[src/rtl/pixel_gamma_if.sv]
// Pixel path bundle between matrix controller / videoram / SPI write path and the gamma pipe.
// The slave modport is the gamma pipe; the master side is everything around it.
interface pixel_gamma_if #(
  parameter int ADDR_W = 10
);
  logic [ADDR_W-1:0] pix_addr;
  logic              pix_req;
  logic [ADDR_W-1:0] mem_addr;
  logic [17:0]       mem_data;
  logic [7:0]        bright;
  logic              lut_we;
  logic [5:0]        lut_addr;
  logic [5:0]        lut_data;
  logic              lut_busy;
  logic [17:0]       pix_data;
  logic              pix_valid;

  modport master (
    output pix_addr, pix_req, mem_data, bright, lut_we, lut_addr, lut_data,
    input  mem_addr, lut_busy, pix_data, pix_valid
  );

  modport slave (
    input  pix_addr, pix_req, mem_data, bright, lut_we, lut_addr, lut_data,
    output mem_addr, lut_busy, pix_data, pix_valid
  );
endinterface

[src/rtl/pixel_gamma_pipe.sv]
// RGB666 colour correction: videoram fetch, shared 64-entry gamma LUT, global brightness scale.
// Output appears MEM_LAT+3 cycles after pix_req; the LUT refills to identity after every reset.
module pixel_gamma_pipe #(
  parameter int MEM_LAT = 1,
  parameter int ADDR_W  = 10
) (
  input  logic           clk,
  input  logic           rst,
  pixel_gamma_if.slave   bus
);

  typedef enum logic {INIT, RUN} state_t;

  state_t       state;
  logic [5:0]   cnt;
  logic [5:0]   lut [64];

  logic [MEM_LAT-1:0] req_dly;
  logic         vld_p0;
  logic         vld_p1;
  logic [5:0]   r_p0, g_p0, b_p0;
  logic [5:0]   r_p1, g_p1, b_p1;

  // Truncating scale by (bright+1)/256; the product never exceeds 14 bits.
  function automatic logic [5:0] scale_ch(input logic [5:0] v, input logic [7:0] b);
    logic [14:0] prod;
    prod = 15'(v) * 15'({1'b0, b} + 9'd1);
    return 6'(prod >> 8);
  endfunction

  // Entries the identity fill has not reached yet read as zero.
  function automatic logic [5:0] lut_rd(input logic [5:0] idx);
    if (state == INIT && idx >= cnt)
      return 6'd0;
    return lut[idx];
  endfunction

  assign bus.mem_addr = ADDR_W'(bus.pix_addr);

  always_ff @(posedge clk) begin
    if (rst) begin
      state        <= INIT;
      cnt          <= '0;
      bus.lut_busy <= 1'b1;
    end else begin
      case (state)
        INIT: begin
          lut[cnt] <= cnt;
          cnt      <= cnt + 6'd1;
          if (cnt == 6'd63) begin
            state        <= RUN;
            bus.lut_busy <= 1'b0;
          end
        end
        RUN: begin
          if (bus.lut_we)
            lut[bus.lut_addr] <= bus.lut_data;
        end
        default: state <= INIT;
      endcase
    end
  end

  always_ff @(posedge clk) begin
    if (rst) begin
      req_dly       <= '0;
      vld_p0        <= 1'b0;
      vld_p1        <= 1'b0;
      bus.pix_valid <= 1'b0;
    end else begin
      req_dly       <= MEM_LAT'({req_dly, bus.pix_req});
      vld_p0        <= req_dly[MEM_LAT-1];
      vld_p1        <= vld_p0;
      bus.pix_valid <= vld_p1;
    end
  end

  // Stage A: capture returned videoram word, split channels
  always_ff @(posedge clk) begin
    r_p0 <= bus.mem_data[17:12];
    g_p0 <= bus.mem_data[11:6];
    b_p0 <= bus.mem_data[5:0];
  end

  // Stage B: three parallel LUT reads; a same-edge write is not seen here
  always_ff @(posedge clk) begin
    r_p1 <= lut_rd(r_p0);
    g_p1 <= lut_rd(g_p0);
    b_p1 <= lut_rd(b_p0);
  end

  // Stage C: brightness scale, holds when no pixel arrives
  always_ff @(posedge clk) begin
    if (rst)
      bus.pix_data <= '0;
    else if (vld_p1)
      bus.pix_data <= {scale_ch(r_p1, bus.bright),
                       scale_ch(g_p1, bus.bright),
                       scale_ch(b_p1, bus.bright)};
  end

endmodule
[src/flat_wrapper.sv]
// flat-port wrapper written by rule: the top's interface ports become plain ports
module pixel_gamma_pipe_flat 
#(
  parameter int MEM_LAT = 1,
  parameter int ADDR_W  = 10
)
  (clk, rst, bus_pix_addr, bus_pix_req, bus_mem_data, bus_bright, bus_lut_we, bus_lut_addr, bus_lut_data, bus_mem_addr, bus_lut_busy, bus_pix_data, bus_pix_valid);
  pixel_gamma_if #(.ADDR_W(ADDR_W)) bus_i ();
  input  logic clk;
  input  logic rst;
  input wire logic [$bits(bus_i.pix_addr)-1:0] bus_pix_addr;
  input wire logic [$bits(bus_i.pix_req)-1:0] bus_pix_req;
  input wire logic [$bits(bus_i.mem_data)-1:0] bus_mem_data;
  input wire logic [$bits(bus_i.bright)-1:0] bus_bright;
  input wire logic [$bits(bus_i.lut_we)-1:0] bus_lut_we;
  input wire logic [$bits(bus_i.lut_addr)-1:0] bus_lut_addr;
  input wire logic [$bits(bus_i.lut_data)-1:0] bus_lut_data;
  output wire logic [$bits(bus_i.mem_addr)-1:0] bus_mem_addr;
  output wire logic [$bits(bus_i.lut_busy)-1:0] bus_lut_busy;
  output wire logic [$bits(bus_i.pix_data)-1:0] bus_pix_data;
  output wire logic [$bits(bus_i.pix_valid)-1:0] bus_pix_valid;
  assign bus_i.pix_addr = bus_pix_addr;
  assign bus_i.pix_req = bus_pix_req;
  assign bus_i.mem_data = bus_mem_data;
  assign bus_i.bright = bus_bright;
  assign bus_i.lut_we = bus_lut_we;
  assign bus_i.lut_addr = bus_lut_addr;
  assign bus_i.lut_data = bus_lut_data;
  assign bus_mem_addr = bus_i.mem_addr;
  assign bus_lut_busy = bus_i.lut_busy;
  assign bus_pix_data = bus_i.pix_data;
  assign bus_pix_valid = bus_i.pix_valid;
  pixel_gamma_pipe #(.MEM_LAT(MEM_LAT), .ADDR_W(ADDR_W)) u_core (.clk(clk), .rst(rst), .bus(bus_i));
endmodule
[config.mk]
export PLATFORM = sky130hd
export DESIGN_NAME = pixel_gamma_pipe_flat
export DESIGN_NICKNAME = d
export VERILOG_FILES = /design/src/rtl/pixel_gamma_if.sv /design/src/rtl/pixel_gamma_pipe.sv /design/src/flat_wrapper.sv
export SDC_FILE = /design/constraint.sdc
export NUM_CORES = 1
export LEC_CHECK = 0
export ABC_AREA = 0
export ABC_CLOCK_PERIOD_IN_PS = 12420
export CORE_ASPECT_RATIO = 1.1
export CORE_MARGIN = 10
export CORE_UTILIZATION = 55
export CTS_CLUSTER_SIZE = 25
export DETAILED_ROUTE_END_ITERATION = 6
export GPL_ROUTABILITY_DRIVEN = 0
export GPL_TIMING_DRIVEN = 0
export HOLD_SLACK_MARGIN = 0.02
export PLACE_DENSITY = 0.72
export SLEW_MARGIN = 20
export SYNTH_ARGS = -nofsm -noshare
export SYNTH_HDL_FRONTEND = slang
export SYNTH_SLANG_ARGS = --single-unit
[constraint.sdc]
create_clock -name clk -period 12.42 [get_ports clk]
set_clock_uncertainty 0.05 [all_clocks]
set_input_delay 3.105 -clock clk [delete_from_list [all_inputs] [get_ports clk]]
set_output_delay 3.105 -clock clk [all_outputs]
set_load 0.05 [all_outputs]
=== Yosys cells after proc, flatten, opt, wreduce, memory -nomap -nowiden ===
Memories as Yosys holds them, arrays and structs flattened. A register that Yosys moved wholly into a read port is not among the register bits.
Cells that the tools add are included.

* Latch bits: 0
* Memories kept: 1
* Bits in read-only memories: 0
* Input bits: 52
* Memory bits (writable): 384
* Flip-flop bits (word level): 66
* Output and inout bits: 30
* Logic and storage cells: 51

* Reductions and logical operators: 5
* Muxes and demuxes: 21
* Shifts and indexed selects: 0
* $lt $le $gt $ge: 3
* Bitwise gates (word level): 1
* Div/mod/pow operators: 0
* Multipliers: 3
* Equal/unequal tests: 1
* Add/sub/neg operators: 2

{| class="wikitable"
|+ Memories
! name !! depth !! width !! rd ports !! clocked after Yosys merged registers in !! write ports !! RTL line !! source
|-
| u_core.lut || 64 || 6 || 3 || 3 || 1 || pixel_gamma_pipe.sv:16 || <nowiki>logic [5:0] lut [64];</nowiki>
|}

{| class="wikitable"
|+ Operators by type and width
! cell !! count
|-
| $mux W6 || 8
|-
| $mul A6 B15 Y14 || 3
|-
| $ge A6 B6 Y1 || 3
|-
| $mux W1 || 13
|-
| $add A8 B1 Y9 const B || 1
|-
| $add A6 B1 Y6 const B || 1
|-
| $eq A6 B6 Y1 const B || 1
|-
| $reduce_or A6 Y1 || 1
|-
| $logic_and A1 B1 Y1 || 3
|-
| $reduce_and A2 Y1 || 1
|-
| $not A1 Y1 || 1
|}

=== Logic depth before layout (Yosys ltp) ===
* Word-level depth: 6
* Mapped depth: 18
* Mapped depth without buffers: 17

=== Least setup slack after synthesis ===
No wires, ideal clock.

* Path kind: in2reg
* Start point: input bus_bright[0]
* End point: register u_core.bus.pix_data[4]
* Data arrival time: 7446 ps
* Slack: 4802 ps
* Library setup time: 122 ps
* Stages on the path: 16
* Required time: 12248 ps
* Cells stage by stage: ha_1 -> nand3_1 -> nor2_1 -> xor2_1 -> clkbuf_1 -> nand2_1 -> fa_1 -> inv_1 -> fa_1 -> fa_1 -> ha_1 -> a2111oi_0 -> o21ai_1 -> a32oi_1 -> mux2_2 -> a311o_1

* Cells in the longest elaborated chain, start to end: 2

{| class="wikitable"
|+ Ends and longest elaborated chain
! item !! RTL line !! source
|-
| start, declared || flat_wrapper.sv:14 || <nowiki>input wire logic [$bits(bus_i.bright)-1:0] bus_bright;</nowiki>
|-
| $add A8 B1 Y9 || pixel_gamma_pipe.sv:27 || <nowiki>prod = 15'(v) * 15'({1'b0, b} + 9'd1);</nowiki>
|-
| $mul A6 B15 Y14 || pixel_gamma_pipe.sv:27 ||
|-
| end signal, assigned || pixel_gamma_pipe.sv:97 || <nowiki>bus.pix_data <= {scale_ch(r_p1, bus.bright),</nowiki>
|-
| end, declared || pixel_gamma_if.sv:25 || <nowiki>output mem_addr, lut_busy, pix_data, pix_valid</nowiki>
|}

Every way passes these cells.
A chain may end at the register's enable or synchronous reset.

=== Worst setup path after layout ===
Ends and elaborated chain as after synthesis.

==> key figures <==
Routing
  – WL per Instance: 34.97 um
  – Vias post-DR: 21742
  – Drt drc: 9
  – Drt via density: 7.474
  – Initial DRC count: 3753
  – Initial DRT Pass Iterations: 7
  – Total wire length: 101700 um
  – Routed Antenna Nets: 0

Run status
  – Failing checks: DRC
  – Status: finished with violations

Worst setup path
  – R2R Setup Slk: 7.97 ns
  – Worst setup path category: in -> reg
  – Crit path launch type: input pin
  – CP max FO: 10
  – Max incr delay on CP: 0.80 ns
  – R2R cell count: 11
  – Crit path arrival time: 9.52 ns
  – Crit-path cells: clkdlybuf4s50_1, ha_1, nand3_1, nor2_1, xor2_1, clkbuf_1, nand2_1, fa_1, inv_1, fa_1, fa_1, ha_1, a2111oi_0, o21ai_1, a32oi_1, mux2_2, a311o_1
  – Critical path endpoint category: flip-flop
  – Crit path buf inv count: 3
  – CP top delay family: adder cells
  – Worst path slowest cell: clkdlybuf4s50_1
  – Reg-to-Reg Start: u_core.b_p1[0]$_SDFF_PP0_
  – WP data required: 12.86 ns
  – Worst r2r dst: u_core.bus.pix_data[4]$_SDFFE_PP0P_
  – Most common cell on crit path: fa_1

Yosys
  – Number of synthesized flops with an enable pin: 384
  – Primary FF master, synth: edfxtp_1
  – Syn_nets: 2288
  – Number of library cell types mapped by synthesis: 66
  – Count leader, synth: edfxtp_1
  – Share of the synthesized area in the top cell type: 0.4077
  – Yosys warnings: 0
  – Synth Instances: 2078
  – Post-synth design cell area: 28290 um2
  – Sequential share of the synthesized area: 0.4544
  – Post-synth top area cell: edfxtp_1
  – Synthesized area per cell: 13.61 um2
  – Largest cells by area after synthesis: edfxtp_1 41%, mux4_2 15%, fa_1 5.7%
  – Post-synth ARST share: 0
  – Seq cells post-synth: 450
  – Most common library cells after synthesis: 384 x edfxtp_1, 187 x mux4_2, 119 x inv_1

Power
  – Pwr dens: 116.8 nW/um2
  – Pleak: 11.39 nW
  – Worst-case vdd ir drop: 0.1196 mV

Timing
  – Fmax: 110.1 MHz
  – RSZ-0062 raised after global routing: false
  – Final WS setup: 3.334 ns
  – Setup Total Neg Slack: 0 ns
  – Slew margin rel.: 0.2376
  – Final Cycle Share: 0.7315
  – Final hold viol count: 0
  – WHS: 0.3962 ns
  – Slew of the pin with the lowest slew margin: 1.135 ns
  – Final setup vio count: 0
  – Max Slew Vio Count: 0
  – Time the worst path needs with I/O delays and setup: 9.086 ns

CTS
  – Postcts setup bufs: 0
  – Post_cts resized: 0
  – Clock Latency Late Sink: 0.63 ns
  – Clock tree buffer depth: 3
  – Clk slew on worst S/H paths: 0.06 ns
  – Clk sink count: 450
  – CTS tree: built
  – Post-cts hold buffer count: 0
  – Cts bufs inserted: 47
  – H-tree depth: 2
  – CTS root buf: clkbuf_16

Placed design
  – Place WS: 2.923 ns
  – Buffers on Ports: 71
  – Dpl hpwl: 72240 um

GRT
  – GR met3 Demand/Resource: 0.1153
  – GR Util met2: 0.4955
  – Total GRT Usage: 0.3248
  – M1 GR Usage: 0.3760
  – Largest net degree at the start of global routing: 65
  – First-pass GRT wire length: 144800 um
  – Gr busiest metal: met2
  – Initial antenna violation count: 3
  – GRT Residual Overflow: 0
  – Vias in the first global route: 21116

Die
  – Starting Density: 0.5541
  – Die Ht: 257.9 um
  – Die area: 60910 um2
  – Core Box Area: 51050 um2
  – I/O Pins: 82
  – Site row count: 87
  – Overall die width: 236.2 um

Finish
  – Final net count: 2417
  – Layout cells sized above 1: 0.2044
  – Fill count: 3814
  – P&R area growth vs syn: 11.87%

Min path
  – Worst Hold Path Cells: 1
  – WHS Endpoint: u_core.vld_p1$_SDFF_PP0_
  – HP Class: reg -> reg
  – Worst hold start: u_core.vld_p0$_SDFF_PP0_

Flow run
  – Max-Cap Viols: 0
[sequential cells by signal (all words and copies together), names as in the netlist]
register and cells:
u_core.lut 384, u_core.r_p1 6, u_core.bus.lut_busy 1, u_core.req_dly 1, u_core.vld_p0 1, u_core.g_p0 6
u_core.b_p0 6, u_core.vld_p1 1, u_core.g_p1 6, u_core.bus.pix_data 18, u_core.r_p0 6, u_core.state 1
u_core.b_p1 6, u_core.bus.pix_valid 1, u_core.cnt 6
[layer usage]
metal | vias to the layer above | wire length (um)
li1 | 8443 | -
met1 | 10564 | 32270
met2 | 2174 | 44990
met3 | 559 | 15090
met4 | 2 | 9371
met5 | - | 15
[power by group]
group | internal [mW] | switching (mW)
Sequential | 1.65 | 0.0280
Combinational | 0.229 | 0.372
Clock | 0.778 | 0.638
Total | 2.66 | 1.04
[cells by family (layout without fill, tap and decap cells)]
kind of cell | Yosys count | after routing | share of synthesized area
AND/OR/NAND/NOR | 487 | 487 | 0.09011
flip-flops | 450 | 450 | 0.4544
multiplexers | 370 | 370 | 0.2256
AO/OA/AOI/OAI | 333 | 333 | 0.08599
buffers and inverters | 259 | 422 | 0.04503
adder cells (fa/ha/maj) | 158 | 158 | 0.09139
XOR/XNOR | 21 | 21 | 0.007475
other | 0 | 1 | 0
[through the flow]
step	cells	total power [mW]	instance area (um2)	util
finish	2909	3.695	31640	0.6198
global route	2908	3.773	31640	0.6198
CTS	2908	3.658	31630	0.6196
detailed placement	2825	2.277	30100	0.5896
global placement	2816	2.265	29830	0.5843
floorplan	2078	2.059	28290	-
[placed cells by master, fill, tap and decap left out, drive strengths merged, types with 11 or more instances in the layout]
cell type,netlist,final
mux4,201,201
a22oi,11,11
mux2,89,89
a22o,46,46
mux2i,80,80
nand2b,18,18
and2,105,105
nor4,18,18
dfxtp,66,66
xnor2,14,14
nand2,100,100
a211oi,12,12
nor2b,27,27
a21oi,12,12
nor2,90,90
o22ai,66,66
nor3,38,38
nand3,23,23
fa,81,81
ha,77,77
clkinv,3,19
inv,119,121
clkbuf,53,112
clkdlybuf4s50,0,71
o21ai,55,55
buf,84,93
and3,33,33
a221oi,59,59
edfxtp,384,384
[how the worst max path moves through the flow]
| stage | from | to | slack (ns) | cells past startpoint |
|---|---|---|---|---|
| 3_3_place_gp | rst | u_core.lut[16][0]$_DFFE_PP_ | 0.83 | 5 |
| 4_1_cts | bus_bright[0] | u_core.bus.pix_data[4]$_SDFFE_PP0P_ | 3.47 | 17 |
| 6_report | bus_bright[0] | u_core.bus.pix_data[4]$_SDFFE_PP0P_ | 3.33 | 17 |
| 5_1_grt | bus_bright[0] | u_core.bus.pix_data[4]$_SDFFE_PP0P_ | 3.00 | 17 |
| 2_1_floorplan | bus_bright[0] | u_core.bus.pix_data[4]$_SDFFE_PP0P_ | 4.80 | 16 |
| 3_5_place_dp | bus_bright[0] | u_core.bus.pix_data[4]$_SDFFE_PP0P_ | 2.92 | 17 |
[area by class of cell]
class | count | area (um2) | area share
well taps | 667 | 834.6 | 0.02637
multi-input cells | 1369 | 14230 | 0.4496
clock buffers | 59 | 1272 | 0.04021
clock inverters | 24 | 259.0 | 0.008185
diodes | 1 | 2.502 | 0.00007908
flip-flops and latches | 450 | 12850 | 0.4062
inverters | 122 | 457.9 | 0.01447
repair buffers | 80 | 920.9 | 0.02910
plain buffers | 137 | 815.8 | 0.02578
(Power assumes the default switching activity.)
